===== src/rtl/acc_cpu_ctrl_if.sv =====
// Instruction-memory bus and datapath control bundle of the accumulator-core sequencer.
// The sequencer is the master; the datapath, instruction memory and run source are the slave.
interface acc_cpu_ctrl_if #(
  parameter int unsigned PC_W  = 8,
  parameter int unsigned CNT_W = 16
);
  logic             run;
  logic [7:0]       instr_data;
  logic [PC_W-1:0]  pc;
  logic [7:0]       ir;
  logic             acc_we;
  logic             acc_src_imm;
  logic [1:0]       alu_op;
  logic             reg_we;
  logic [3:0]       reg_sel;
  logic [3:0]       imm;
  logic             busy;
  logic             halted;
  logic             illegal;
  logic [CNT_W-1:0] retired;

  modport master (
    input  run, instr_data,
    output pc, ir, acc_we, acc_src_imm, alu_op, reg_we, reg_sel, imm,
           busy, halted, illegal, retired
  );

  modport slave (
    output run, instr_data,
    input  pc, ir, acc_we, acc_src_imm, alu_op, reg_we, reg_sel, imm,
           busy, halted, illegal, retired
  );
endinterface


===== src/rtl/acc_cpu_ctrl.sv =====
// Fetch/decode/execute sequencer for the 8-bit accumulator core (3 cycles per instruction).
// Optional macro ACC_CTRL_ILLEGAL_TRAP_EN: undefined opcodes halt the core and set sticky illegal.
module acc_cpu_ctrl #(
  parameter int unsigned PC_W     = 8,
  parameter int unsigned RESET_PC = 0,
  parameter int unsigned CNT_W    = 16
) (
  input logic            clk,
  input logic            rst_n,
  acc_cpu_ctrl_if.master bus
);

  typedef enum logic [2:0] {
    S_IDLE    = 3'd0,
    S_FETCH   = 3'd1,
    S_DECODE  = 3'd2,
    S_EXECUTE = 3'd3,
    S_HALT    = 3'd4
  } state_e;

  localparam logic [3:0] OP_NOP  = 4'h0;
  localparam logic [3:0] OP_ADD  = 4'h1;
  localparam logic [3:0] OP_SUB  = 4'h2;
  localparam logic [3:0] OP_MOV  = 4'h5;
  localparam logic [3:0] OP_LDI  = 4'hD;
  localparam logic [3:0] OP_HALT = 4'hF;

  localparam logic [1:0] ALU_PASS = 2'b00;
  localparam logic [1:0] ALU_ADD  = 2'b01;
  localparam logic [1:0] ALU_SUB  = 2'b10;

  localparam logic [PC_W-1:0] PC_RST = PC_W'(RESET_PC);

  state_e           state_q, state_d;
  logic [PC_W-1:0]  pc_q, pc_d;
  logic [7:0]       ir_q, ir_d;
  logic [CNT_W-1:0] retired_q, retired_d;
  logic             illegal_q, illegal_d;
  logic [3:0]       opcode;
  logic             trap;

  assign opcode = ir_q[7:4];

`ifdef ACC_CTRL_ILLEGAL_TRAP_EN
  function automatic logic is_defined(input logic [3:0] op);
    case (op)
      OP_NOP, OP_ADD, OP_SUB, OP_MOV, OP_LDI, OP_HALT: return 1'b1;
      default:                                         return 1'b0;
    endcase
  endfunction

  assign trap = !is_defined(opcode);
`else
  // Undefined opcodes fall through EXECUTE with no strobes, i.e. as NOP.
  assign trap = 1'b0;
`endif

  // State and architectural registers
  always_ff @(posedge clk or negedge rst_n) begin
    if (!rst_n) begin
      state_q   <= S_IDLE;
      pc_q      <= PC_RST;
      ir_q      <= 8'h00;
      retired_q <= '0;
      illegal_q <= 1'b0;
    end else begin
      state_q   <= state_d;
      pc_q      <= pc_d;
      ir_q      <= ir_d;
      retired_q <= retired_d;
      illegal_q <= illegal_d;
    end
  end

  // Next-state and register updates
  always_comb begin
    state_d   = state_q;
    pc_d      = pc_q;
    ir_d      = ir_q;
    retired_d = retired_q;
    illegal_d = illegal_q;
    case (state_q)
      S_IDLE: begin
        if (bus.run) state_d = S_FETCH;
      end
      S_FETCH: begin
        ir_d    = bus.instr_data;
        pc_d    = pc_q + 1'b1;
        state_d = S_DECODE;
      end
      S_DECODE: begin
        if (trap) begin
          illegal_d = 1'b1;
          state_d   = S_HALT;
        end else if (opcode == OP_HALT) begin
          // HALT never reaches EXECUTE, so it is retired on the way in.
          retired_d = retired_q + 1'b1;
          state_d   = S_HALT;
        end else begin
          state_d = S_EXECUTE;
        end
      end
      S_EXECUTE: begin
        retired_d = retired_q + 1'b1;
        state_d   = S_FETCH;
      end
      S_HALT: begin
        state_d = S_HALT;
      end
      default: begin
        state_d = S_IDLE;
      end
    endcase
  end

  // Control strobes, valid only while executing
  always_comb begin
    bus.acc_we      = 1'b0;
    bus.acc_src_imm = 1'b0;
    bus.alu_op      = ALU_PASS;
    bus.reg_we      = 1'b0;
    if (state_q == S_EXECUTE) begin
      case (opcode)
        OP_ADD: begin
          bus.acc_we = 1'b1;
          bus.alu_op = ALU_ADD;
        end
        OP_SUB: begin
          bus.acc_we = 1'b1;
          bus.alu_op = ALU_SUB;
        end
        OP_MOV: begin
          bus.reg_we = 1'b1;
        end
        OP_LDI: begin
          bus.acc_we      = 1'b1;
          bus.acc_src_imm = 1'b1;
        end
        default: begin
          bus.acc_we = 1'b0;
        end
      endcase
    end
  end

  assign bus.pc      = pc_q;
  assign bus.ir      = ir_q;
  assign bus.reg_sel = ir_q[3:0];
  assign bus.imm     = ir_q[3:0];
  assign bus.busy    = (state_q == S_FETCH) || (state_q == S_DECODE) || (state_q == S_EXECUTE);
  assign bus.halted  = (state_q == S_HALT);
  assign bus.illegal = illegal_q;
  assign bus.retired = retired_q;

endmodule


===== src/flat_wrapper.sv =====
// flat-port wrapper written by rule: the top's interface ports become plain ports
module acc_cpu_ctrl_flat 
#(
  parameter int unsigned PC_W     = 8,
  parameter int unsigned RESET_PC = 0,
  parameter int unsigned CNT_W    = 16
)
  (clk, rst_n, bus_run, bus_instr_data, bus_pc, bus_ir, bus_acc_we, bus_acc_src_imm, bus_alu_op, bus_reg_we, bus_reg_sel, bus_imm, bus_busy, bus_halted, bus_illegal, bus_retired);
  acc_cpu_ctrl_if #(.PC_W(PC_W), .CNT_W(CNT_W)) bus_i ();
  input logic clk;
  input logic rst_n;
  input wire logic [$bits(bus_i.run)-1:0] bus_run;
  input wire logic [$bits(bus_i.instr_data)-1:0] bus_instr_data;
  output wire logic [$bits(bus_i.pc)-1:0] bus_pc;
  output wire logic [$bits(bus_i.ir)-1:0] bus_ir;
  output wire logic [$bits(bus_i.acc_we)-1:0] bus_acc_we;
  output wire logic [$bits(bus_i.acc_src_imm)-1:0] bus_acc_src_imm;
  output wire logic [$bits(bus_i.alu_op)-1:0] bus_alu_op;
  output wire logic [$bits(bus_i.reg_we)-1:0] bus_reg_we;
  output wire logic [$bits(bus_i.reg_sel)-1:0] bus_reg_sel;
  output wire logic [$bits(bus_i.imm)-1:0] bus_imm;
  output wire logic [$bits(bus_i.busy)-1:0] bus_busy;
  output wire logic [$bits(bus_i.halted)-1:0] bus_halted;
  output wire logic [$bits(bus_i.illegal)-1:0] bus_illegal;
  output wire logic [$bits(bus_i.retired)-1:0] bus_retired;
  assign bus_i.run = bus_run;
  assign bus_i.instr_data = bus_instr_data;
  assign bus_pc = bus_i.pc;
  assign bus_ir = bus_i.ir;
  assign bus_acc_we = bus_i.acc_we;
  assign bus_acc_src_imm = bus_i.acc_src_imm;
  assign bus_alu_op = bus_i.alu_op;
  assign bus_reg_we = bus_i.reg_we;
  assign bus_reg_sel = bus_i.reg_sel;
  assign bus_imm = bus_i.imm;
  assign bus_busy = bus_i.busy;
  assign bus_halted = bus_i.halted;
  assign bus_illegal = bus_i.illegal;
  assign bus_retired = bus_i.retired;
  acc_cpu_ctrl #(.PC_W(PC_W), .RESET_PC(RESET_PC), .CNT_W(CNT_W)) u_core (.clk(clk), .rst_n(rst_n), .bus(bus_i));
endmodule

===== config.mk =====
export PLATFORM = sky130hd
export DESIGN_NAME = acc_cpu_ctrl_flat
export DESIGN_NICKNAME = d
export VERILOG_FILES = /design/src/rtl/acc_cpu_ctrl_if.sv /design/src/rtl/acc_cpu_ctrl.sv /design/src/flat_wrapper.sv
export SDC_FILE = /design/constraint.sdc
export NUM_CORES = 1
export LEC_CHECK = 0
export BUFFER_PORTS_ARGS = -buffer_cell sky130_fd_sc_hd__buf_4
export CAP_MARGIN = 20
export CORE_AREA = 2 2 78 80
export DETAILED_ROUTE_END_ITERATION = 7
export DIE_AREA = 0 0 80 82
export GPL_ROUTABILITY_DRIVEN = 0
export PLACE_DENSITY = 0.6
export SETUP_SLACK_MARGIN = 0.4
export SYNTH_ARGS = -nofsm -noshare
export SYNTH_HDL_FRONTEND = slang
export SYNTH_SLANG_ARGS = --single-unit

===== constraint.sdc =====
create_clock -name clk -period 4.9 [get_ports clk]
set_clock_uncertainty 0.05 [all_clocks]
set_input_delay 0 -clock clk [delete_from_list [all_inputs] [get_ports clk]]
set_output_delay 0 -clock clk [all_outputs]
set_load 0.05 [all_outputs]

==> run metrics <==
clock sinks 35; FP Rows 28; critical path endpoint category flip-flop; Final #Nets 218; reg2reg end u_core.bus.pc[5]; VDD IR-drop max 0.000437 V; Post-Syn Area 1670 um2; critical path launch point type flip-flop; fraction of power spent switching nets 51.4%; setup TNS 0 ns; number of global-route vias before repair 1,165; Placed Instances 263; final std cells w/o fill 281; worst hold path class input pin to asynchronous set/reset pin; CTS tree yes; Layout area overhead 37.6%; Reg2Reg Launch Point u_core.state_q[2]; Hold Slack 0.169 ns; synthesized area per cell 11.5 um2; Int Power 0.000829 W; I/O pins 59; initial antenna violation count 0; GRT Util Overall 11.3%; Reg clk slew, reported paths 0.07 ns; Cell Area, Placed 2100 um2; IO buf count 57; Starting Density 29.1%; Synth cell types 31; Routed Antenna Nets 0; Final period util 45.2%; sequential power share 31.1%; largest net degree at the start of global routing 36; CTS root buffer clkbuf_8; Die X 80 um; Leakage Power 1.06 nW; FF-to-FF setup slack 2.68 ns; register area share after synthesis 52.4%; largest buffer count on any clock path 2; Req. time, crit path 5.02 ns; worst-margin pin slew 0.908 ns; CP Class flip-flop to flip-flop; Clk Latency, worst-skew pair 0.28 ns; Worst EP arrival 2.33 ns; power share of the clock group 13.2%; Final HPWL DP 2.42 mm; syn_nets 158; Placeable Area 5750 um2; crit-path max FO 13; WL final 3.45 mm; # DRC 0; Hold Fails Final Rpt 0; vias 1,244; outcome finished clean; fin. max-slew vios 0; DR pass1 iterations 4; Via density 4.43; Synth Register Bits 35; layout cells sized above 1 37.9%; design area 2300 um2; Max-cap violations 0; Gate power share 55.7%; Post-CTS Repair Setup Buffers 0; grt ovf 0; setup slack after layout 2.68 ns; die height 82 um; H-tree Lvls 2; pre-CTS setup slack 2.66 ns; fmax 0.451 GHz; DIE AREA 6560 um2; DR WL/cell 12.3 um; power per cell area 740 nW/um2; antenna fix cells 0; minimum clock period 2.22 ns; DR iter-0 viols 54; Setup-failing EPs final 0; slew margin rel. 39.2%; CTS buffer count 5; first-pass GRT wire length 5.73 mm; cell count of the worst reg-to-reg path 4; Cells after Synth 145; RSZ-0062 raised after global routing false; Net Sw Power 0.000876 W; yosys warns 0
state kept, by name (all words and copies together), names as in the netlist:
| register | flops |
|---|---|
| u_core.bus.retired | 16 |
| u_core.bus.ir | 8 |
| u_core.bus.pc | 8 |
| u_core.state_q | 3 |
synthesized netlist by cell type (all sizes together):
master,number,share of area [%]
o21ai,1,0.30
and4,2,1.0
or3b,1,0.52
inv,2,0.45
xnor2,17,8.9
and2,1,0.37
nand4b,2,1.0
ha,2,1.5
or3,1,0.37
a41oi,1,0.97
xor2,6,3.1
mux2i,1,0.60
conb,1,0.22
nand4,8,3.0
nor4,2,1.6
mux2,10,6.7
dfrtp,35,52
nand2,10,2.2
nor2b,3,1.1
and3,2,0.75
nand3,5,1.5
nor3,4,1.2
nor2,7,1.6
a31oi,1,0.37
a21oi,2,0.60
buf,14,5.5
nor3b,2,1.2
nand2b,2,0.75
worst max-delay path: stages, from the launching register on:
cell     delay (ns)
dfrtp_1        0.47
nor3b_2        0.79
nand4_1        0.28
or3_1          0.38
xnor2_1        0.13
layer usage:
layer / wire [um] / vias up / GRT usage, % / share of wire (%)
li1: - / 605 / - / -
met1: 1580 / 585 / 15.3 / 46
met2: 1550 / 49 / 17.0 / 45
met3: 273 / 5 / 4.07 / 7.9
met4: 42 / 0 / 3.56 / 1.2
met5: 0 / - / 0 / 0
final cells by class:
| type | count | area [um2] |
|---|---|---|
| fill | 574 | 3440 |
| sequential | 35 | 876 |
| multi-input combinational | 94 | 697 |
| timing repair buffer | 67 | 528 |
| clock buffer | 8 | 100 |
| tap | 75 | 93.8 |
| inverter | 2 | 7.51 |
power groups by stage:
stage	sequential, W	clock (W)	combinational [W]
2_1_floorplan	0.000772	0	0.000488
3_3_place_gp	0.000533	0	0.000943
3_5_place_dp	0.000535	0	0.000950
4_1_cts	0.000531	0.000234	0.000958
5_1_grt	0.000557	0.000251	0.00101
6_report	0.000530	0.000224	0.000950
cells in the final DEF (no fill, tap or decap), drive strengths merged, types with 2 or more instances in the layout:
cell type and instances:
a21oi 2, and3 2, and4 2, buf 57, clkbuf 8, dfrtp 35
dlygate4sd3 10, ha 2, inv 2, mux2 10, nand2 10, nand2b 2
nand3 5, nand4 8, nand4b 2, nor2 7, nor2b 3, nor3 4
nor3b 2, nor4 2, xnor2 17, xor2 6
worst max-delay path by stage:
| stage | start | slack (ns) | end | cells after the start |
|---|---|---|---|---|
| 2_1_floorplan | u_core.bus.ir[7] | 2.49 | bus_alu_op[1] | 2 |
| 3_3_place_gp | u_core.state_q[2] | 2.70 | u_core.bus.pc[5] | 4 |
| 3_5_place_dp | u_core.state_q[2] | 2.66 | u_core.bus.pc[5] | 4 |
| 4_1_cts | u_core.state_q[2] | 2.66 | u_core.bus.pc[5] | 4 |
| 5_1_grt | u_core.state_q[2] | 2.40 | u_core.bus.pc[5] | 4 |
| 6_report | u_core.state_q[2] | 2.68 | u_core.bus.pc[5] | 4 |
stage by stage:
stage,util (%),power [W]
5_1_grt,40.1,0.00181
3_5_place_dp,36.6,0.00148
6_report,40.1,0.00170
3_3_place_gp,36.6,0.00148
4_1_cts,40.1,0.00172
2_1_floorplan,-,0.00126
kinds of logic (layout without fill, tap and decap cells):
family / count (synthesis) / after routing / synth area share [%]
other: 1 / 1 / 0.224
flip-flops: 35 / 35 / 52.4
buffers and inverters: 16 / 77 / 5.98
AND/OR/NAND/NOR: 52 / 52 / 18.3
multiplexers: 11 / 11 / 7.33
AO/OA/AOI/OAI: 5 / 5 / 2.24
XOR/XNOR: 23 / 23 / 12.0
adder cells (fa/ha/maj): 2 / 2 / 1.50
what timing repair did:
action / 4_1_cts / 5_1_grt
hold buffers: 10 / 0
resized for setup: 0 / 0
endpoints found under the hold margin: 44 / 0
Power figures use the tool's default switching activity.
